===== src/rtl/shumezuesi_sekuencial.sv =====
// rtl/shumezuesi_sekuencial.sv - time-shared 16-bit adder sequencer for ADD and shift-and-add MUL
// Holds the ripple-carry adder and the START/BUSY/DONE sequencer that is its sole driver.

module Mbledhesi16bit #(
    parameter int WIDTH = 16
) (
    input  logic [WIDTH-1:0] a_i,
    input  logic [WIDTH-1:0] b_i,
    input  logic             cin_i,
    output logic [WIDTH-1:0] sum_o,
    output logic             cout_o
);
    logic carry;

    always_comb begin
        carry = cin_i;
        sum_o = '0;
        for (int i = 0; i < WIDTH; i++) begin
            sum_o[i] = a_i[i] ^ b_i[i] ^ carry;
            carry    = (a_i[i] & b_i[i]) | (carry & (a_i[i] ^ b_i[i]));
        end
        cout_o = carry;
    end
endmodule

module shumezuesi_sekuencial #(
    parameter int WIDTH = 16,
    parameter int CNT_W = 4
) (
    input  logic               CLK,
    input  logic               RESET,
    input  logic               START,
    input  logic               OP,
    input  logic [WIDTH-1:0]   A,
    input  logic [WIDTH-1:0]   B,
    output logic               BUSY,
    output logic               DONE,
    output logic [2*WIDTH-1:0] RESULT
);
    typedef enum logic [1:0] {S_IDLE, S_ADD, S_MUL, S_FIN} state_t;

    state_t             state_q, state_d;
    logic [WIDTH-1:0]   m_q, m_d;
    logic [WIDTH-1:0]   p_hi_q, p_hi_d;
    logic [WIDTH-1:0]   p_lo_q, p_lo_d;
    logic [CNT_W-1:0]   cnt_q, cnt_d;
    logic [2*WIDTH-1:0] result_q, result_d;
    logic               busy_q, busy_d;
    logic               done_q, done_d;

    logic [WIDTH-1:0]   add_a, add_b, add_sum;
    logic               add_cout;
    logic [2*WIDTH-1:0] shifted;

    // Operand steering: MUL accumulates into P_HI, adding M only when the current multiplier bit is set.
    always_comb begin
        add_a = m_q;
        add_b = p_lo_q;
        if (state_q == S_MUL) begin
            add_a = p_hi_q;
            add_b = p_lo_q[0] ? m_q : '0;
        end
    end

    Mbledhesi16bit #(.WIDTH(WIDTH)) u_adder (
        .a_i   (add_a),
        .b_i   (add_b),
        .cin_i (1'b0),
        .sum_o (add_sum),
        .cout_o(add_cout)
    );

    assign shifted = {add_cout, add_sum, p_lo_q[WIDTH-1:1]};

    always_comb begin
        state_d  = state_q;
        m_d      = m_q;
        p_hi_d   = p_hi_q;
        p_lo_d   = p_lo_q;
        cnt_d    = cnt_q;
        result_d = result_q;
        unique case (state_q)
            S_IDLE: begin
                if (START) begin
                    m_d     = A;
                    p_lo_d  = B;
                    p_hi_d  = '0;
                    cnt_d   = '0;
                    state_d = OP ? S_MUL : S_ADD;
                end
            end
            S_ADD: begin
                result_d = {{(WIDTH-1){1'b0}}, add_cout, add_sum};
                state_d  = S_FIN;
            end
            S_MUL: begin
                {p_hi_d, p_lo_d} = shifted;
                cnt_d            = cnt_q + CNT_W'(1);
                // The counter wraps on this same edge, so termination keys off the pre-increment value.
                if (cnt_q == CNT_W'(WIDTH-1)) begin
                    result_d = shifted;
                    state_d  = S_FIN;
                end
            end
            S_FIN: state_d = S_IDLE;
            default: state_d = S_IDLE;
        endcase
        busy_d = (state_d != S_IDLE);
        done_d = (state_d == S_FIN);
    end

    always_ff @(posedge CLK or posedge RESET) begin
        if (RESET) begin
            state_q  <= S_IDLE;
            m_q      <= '0;
            p_hi_q   <= '0;
            p_lo_q   <= '0;
            cnt_q    <= '0;
            result_q <= '0;
            busy_q   <= 1'b0;
            done_q   <= 1'b0;
        end else begin
            state_q  <= state_d;
            m_q      <= m_d;
            p_hi_q   <= p_hi_d;
            p_lo_q   <= p_lo_d;
            cnt_q    <= cnt_d;
            result_q <= result_d;
            busy_q   <= busy_d;
            done_q   <= done_d;
        end
    end

    assign BUSY   = busy_q;
    assign DONE   = done_q;
    assign RESULT = result_q;
endmodule


===== config.mk =====
export PLATFORM = sky130hd
export DESIGN_NAME = shumezuesi_sekuencial
export DESIGN_NICKNAME = d
export VERILOG_FILES = /design/src/rtl/shumezuesi_sekuencial.sv
export SDC_FILE = /design/constraint.sdc
export NUM_CORES = 1
export LEC_CHECK = 0
export CORE_MARGIN = 10
export CORE_UTILIZATION = 40
export DETAILED_ROUTE_END_ITERATION = 8
export SYNTH_ARGS = -nofsm -noshare
export SYNTH_HDL_FRONTEND = slang
export SYNTH_SLANG_ARGS = --single-unit

===== constraint.sdc =====
create_clock -name CLK -period 8.1 [get_ports CLK]
set_clock_uncertainty 0.2 [all_clocks]
set_input_delay 1.215 -clock CLK [delete_from_list [all_inputs] [get_ports CLK]]
set_output_delay 1.215 -clock CLK [all_outputs]
set_load 0.01 [all_outputs]

# == After elaboration in Yosys (flattened, before gate mapping) ==
# Index checks and enable logic that the tools add are counted.
# classes
n_addsub,1
multipliers,0
n_div,0
magnitude_cmp,0
eq_ne,7
shifts,0
muxes,15
bitwise_logic,77
reduce_logical,7
# ops
cell,count
$mux W16,5
$pmux W16 S2,2
$pmux W32 S2,1
$mux W32,1
$and A1 B1 Y1,31
$xor A1 B1 Y1,31
$or A1 B1 Y1,15
$pmux W2 S4,1
$pmux W4 S2,1
$eq A2 B2 Y1 const B,3
$mux W2,3
$reduce_and A2 Y1,3
$reduce_bool A2 Y1,3
$add A4 B1 Y4 const B,1
$eq A4 B4 Y1 const B,1
$mux W4,1
$eq A2 B1 Y1 const B,1
$logic_not A2 Y1,1
$ne A2 B1 Y1 const B,1
$ne A2 B2 Y1 const B,1
# word_totals
regBits,88
latch_bits,0
ramBits,0
romBits,0
input_bits,36
output_inout_bits,34
wordCells,115
n_memories,0

# == Longest topological paths before layout ==
# depth
depth_word,35
mapped_depth,28
depth_no_buf,26

# == Cells and area by module ==
# Synthesis repeated with hierarchy kept, for this count alone.
# hier_totals
hier_cells,374
hier_area_um2,4581.9
# modules_own_cells
mod,instances,cells_each,area_per_inst_um2,seq_area_each_um2
shumezuesi_sekuencial,1,348,4224.1,2202.1
Mbledhesi16bit,1,26,357.8,0.0

# == Worst setup path before layout ==
# Ideal clock, no wire load.
# synth_timing
path_type,reg-to-reg
startpoint,register state_q[0]
endpoint,"register result_q[15], in the netlist RESULT[15]"
setup_ns,0.077
t_arrival_ns,7.006
required_time_ns,7.823
slack_ns,0.816
path_stages_with_launch,28
n_path_buf,2
period_less_slack_ns,7.284
path_cell_list,dfrtp_1 -> inv_1 -> ha_1 -> buf_2 -> buf_2 -> mux2_2 -> ha_1 -> fa_1 -> fa_1 -> fa_1 -> fa_1 -> fa_1 -> inv_1 -> fa_1 -> fa_1 -> inv_1 -> fa_1 -> fa_1 -> fa_1 -> fa_1 -> fa_1 -> fa_1 -> inv_1 -> fa_1 -> fa_1 -> nor2_1 -> a21oi_1 -> a21oi_1
# synth_via
elab_chain_cells,33
elab_cells_between_ends,69
classes_between,3 x eq/ne; 4 x mux; 60 x bitwise; 2 x reduce/logical
# synth_lines
item,line,text
start: declaration,42,"state_t state_q, state_d;"
start signal: assignment,123,state_q <= state_d;
$eq A2 B2 Y1,"59, 82",
$mux W16,59,if (state_q == S_MUL) begin
$and A1 B1 Y1 or $xor A1 B1 Y1 (tied branches),20,carry = (a_i[i] & b_i[i]) | (carry & (a_i[i] ^ b_i[i]));
$and A1 B1 Y1,20,
$or A1 B1 Y1,20,
$and A1 B1 Y1,20,
$or A1 B1 Y1,20,
$and A1 B1 Y1,20,
[... 17 more ...],--,
$and A1 B1 Y1,20,
$or A1 B1 Y1,20,
$and A1 B1 Y1,20,
$or A1 B1 Y1,20,
$and A1 B1 Y1,20,
$or A1 B1 Y1,20,
$xor A1 B1 Y1,19,sum_o[i] = a_i[i] ^ b_i[i] ^ carry;
$pmux W32 S2,82,unique case (state_q)
end signal: assignment,128,result_q <= result_d;
end: declaration,47,"logic [2*WIDTH-1:0] result_q, result_d;"
# Parallel ways exist; a longest one is shown, timed or not. The select of a mux whose other input is x is not followed.
# A chain may end at the register's enable or synchronous reset.

# == Final worst setup path ==
# Same ends and word-level chain as after synthesis.

==> flow_summary.yaml <==
outcome:
  status: "completed"
floorplan:
  die_h_um: 124
  io_pins: 70
  start_util_pct: 41.4
  die_width_um: 124
  num_rows: 37
  coreArea_sq_um: 10500
  dieArea_sq_um: 15400
critical_path:
  critPathMaxFanout: 8
  cp.required_ps: 8170
  cp.arrival_ps: 7670
  regToRegStartpoint: "state_q[0]$_DFF_PP0_"
  critPathLaunch: "state_q[0]$_DFF_PP0_"
  criticalPathCategory: "register to register"
  worstSetupStartpointType: "register"
  critPathCaptureType: "register"
cts:
  cts_tree: "yes"
  worstSkewPairLatency_ps: 350
  cts_max_path_buffers: 2
  clock_sinks: 88
  cts.repair.resized: 0
  clk_pin_slew_ps: 80
  cts-root-buf: "clkbuf_8"
  post_cts_buffers: 0
  cts_inserted_buffers: 9
  htree_levels: 3
  hold_buffers: 0
drt:
  wl_per_cell_um: 17.1
  ant_nets: 0
  drcViolationCount: 0
  drt-vias-per-instance: 5.13
  first_pass_iters: 4
  routed_wl_um: 10300
  drtIter0Drc: 165
  via_count: 3091
synth:
  yosysMostFrequentCell: "nand2_1"
  synth-main-ff-cell: "dfrtp_1"
  synth.distinct_cells: 34
  yosysTopAreaCellShare_pct: 50.8
  synth_area_leader_cell: "dfrtp_1"
  ys_seq_area_share_pct: 50.8
  yosys-top-cells-count: "nand2_1, dfrtp_1, o21ai_0, mux2_2, mux2i_1"
  synth_warnings: 0
  synth_area_per_cell_sq_um: 10.8
  ys_top_cells_by_area: "dfrtp_1, nand2_1, mux2_2"
  synthArstFlopShare_pct: 100
  synth_edf_count: 0
  syn-cell-area_sq_um: 4340
  syn_nets: 459
  synth-seq-cells: 88
  syn_inst: 402
cells_and_area:
  n_fill_cell: 1027
  area_growth_pct: 21.8
  final_layout_size_suffix_gt1_share_pct: 12.0
  fin_nets: 521
  diodes: 0
sta:
  tightest_slew_ps: 1170
  hold_violations: 0
  period_share_pct: 93.8
  tns_ps: 0
  finalHoldWorstSlack_ps: 280
  period_minus_slack_ps: 7600
  finalSetupViolCount: 0
  rsz0062_at_grt: "false"
  maxSlewViolCount: 0
  max_freq_ghz: 0.132
  relSlewSlack_pct: 21.6
global_route:
  globalRouteTotalUtil_pct: 14.2
  grt_pass1_wl_um: 17200
  grt_pass1_vias: 3253
  grt-ovfl-total: 0
  antenna_found_initial: 0
  grt_max_degree: 89
placed_design:
  hpwl_um: 7280
  routabilityCongestion: 0.764
  port_buffers: 69
pwr:
  vdd.ir_drop.worst_v: 0.000154
  power.density_nw_per_um2: 399
  p_leak_nw: 2.37
worst_hold_path:
  hp-start: "p_hi_q[14]$_DFFE_PP0P_"
  min_path_type: "register to register"
run:
  drv_cap: 0
==> flip-flops by register name (all words and copies together) (netlist names) <==
name and count:
p_hi_q 16, p_lo_q 16, BUSY 1, m_q 16, cnt_q 4, DONE 1
RESULT 32, state_q 2
==> logic make-up (layout without fill, tap and decap cells) <==
family	count (synthesis)	count (layout)	share of synthesized area, %
muxes	51	51	12.9
AOI/OAI and AO/OA	93	93	13.4
and+or+nand+nor	111	111	10.2
buffers and inverters	38	102	3.98
adders and majority gates	21	21	8.66
DFF	88	88	50.8
==> final timing paths <==
check | to | slack, ps | cells after the start
worst min-delay path | p_hi_q[14]$_DFFE_PP0P_ | 280 | 2
worst min register to register | p_hi_q[14]$_DFFE_PP0P_ | 280 | 2
min in group asynchronous | RESULT[25]$_DFFE_PP0P_ | 1330 | 3
max in group asynchronous | RESULT[30]$_DFFE_PP0P_ | 5650 | 3
worst max-delay path | RESULT[15]$_DFFE_PP0P_ | 500 | 26
worst max register to register | RESULT[15]$_DFFE_PP0P_ | 500 | 26
==> metrics by stage <==
step	std cells	worst slack (ps)	utilization [%]	total power, W	area, sq um
6_report	602	499	50.5	0.00210	5280
5_1_grt	602	121	50.5	0.00231	5280
4_1_cts	602	501	50.5	0.00214	5280
3_5_place_dp	589	562	49.1	0.00188	5130
3_3_place_gp	589	728	49.1	0.00186	5130
2_1_floorplan	402	816	-	0.00149	4340
==> cells in the final DEF (no fill, tap or decap), drive strengths merged, types with 2 or more instances in the layout <==
cell           count
a21oi              7
inv               13
mux2i             21
clkbuf             9
a22o              11
ha                 6
mux2              30
nor2b              3
o211ai             2
o31ai              3
a22oi             18
dfrtp             88
clkinv             3
nand2b             2
buf                6
clkdlybuf4s50     69
clkinvlp           2
nand2             93
fa                15
o21ai             47
nor2               8
==> critical path: stages (launching register included) <==
cell	delay, ps
dfrtp_1	420
inv_1	130
ha_1	360
inv_2	140
o21a_1	210
ha_1	190
fa_1	390
fa_1	390
fa_1	410
fa_1	410
fa_1	380
inv_1	80
fa_1	190
fa_1	170
inv_1	50
fa_1	400
fa_1	400
fa_1	390
fa_1	400
fa_1	390
fa_1	380
inv_1	70
fa_1	180
fa_1	450
nor2_1	110
a21oi_1	50
a21oi_1	170
==> power by group <==
| group | internal (W) | switching [W] | total (W) | leakage (nW) |
|---|---|---|---|---|
| Sequential | 0.000610 | 0.000125 | 0.000735 | 1.13 |
| Combinational | 0.000512 | 0.000603 | 0.00112 | 1.17 |
| Clock | 0.000105 | 0.000150 | 0.000255 | 0.0728 |
==> final cells by class <==
cell class / instances / area (sq um) / share of cell area, %
clock inverter: 4 / 25.0 / 0.474
timing repair buffer: 75 / 736 / 13.9
multi-input combinational: 276 / 1970 / 37.3
sequential: 88 / 2200 / 41.7
clock buffer: 9 / 124 / 2.35
inverter: 14 / 53.8 / 1.02
tap: 136 / 170 / 3.22
==> layer usage <==
metal / up-vias / wire (um) / part of all wire, % / track usage [%]
met5: - / 0 / 0 / 0
met3: 4 / 637 / 6.2 / 3.94
met4: 0 / 79 / 0.77 / 3.67
met2: 70 / 5060 / 49 / 23.1
li1: 1493 / - / - / -
met1: 1524 / 4520 / 44 / 18.4
(Power assumes the default switching activity.)
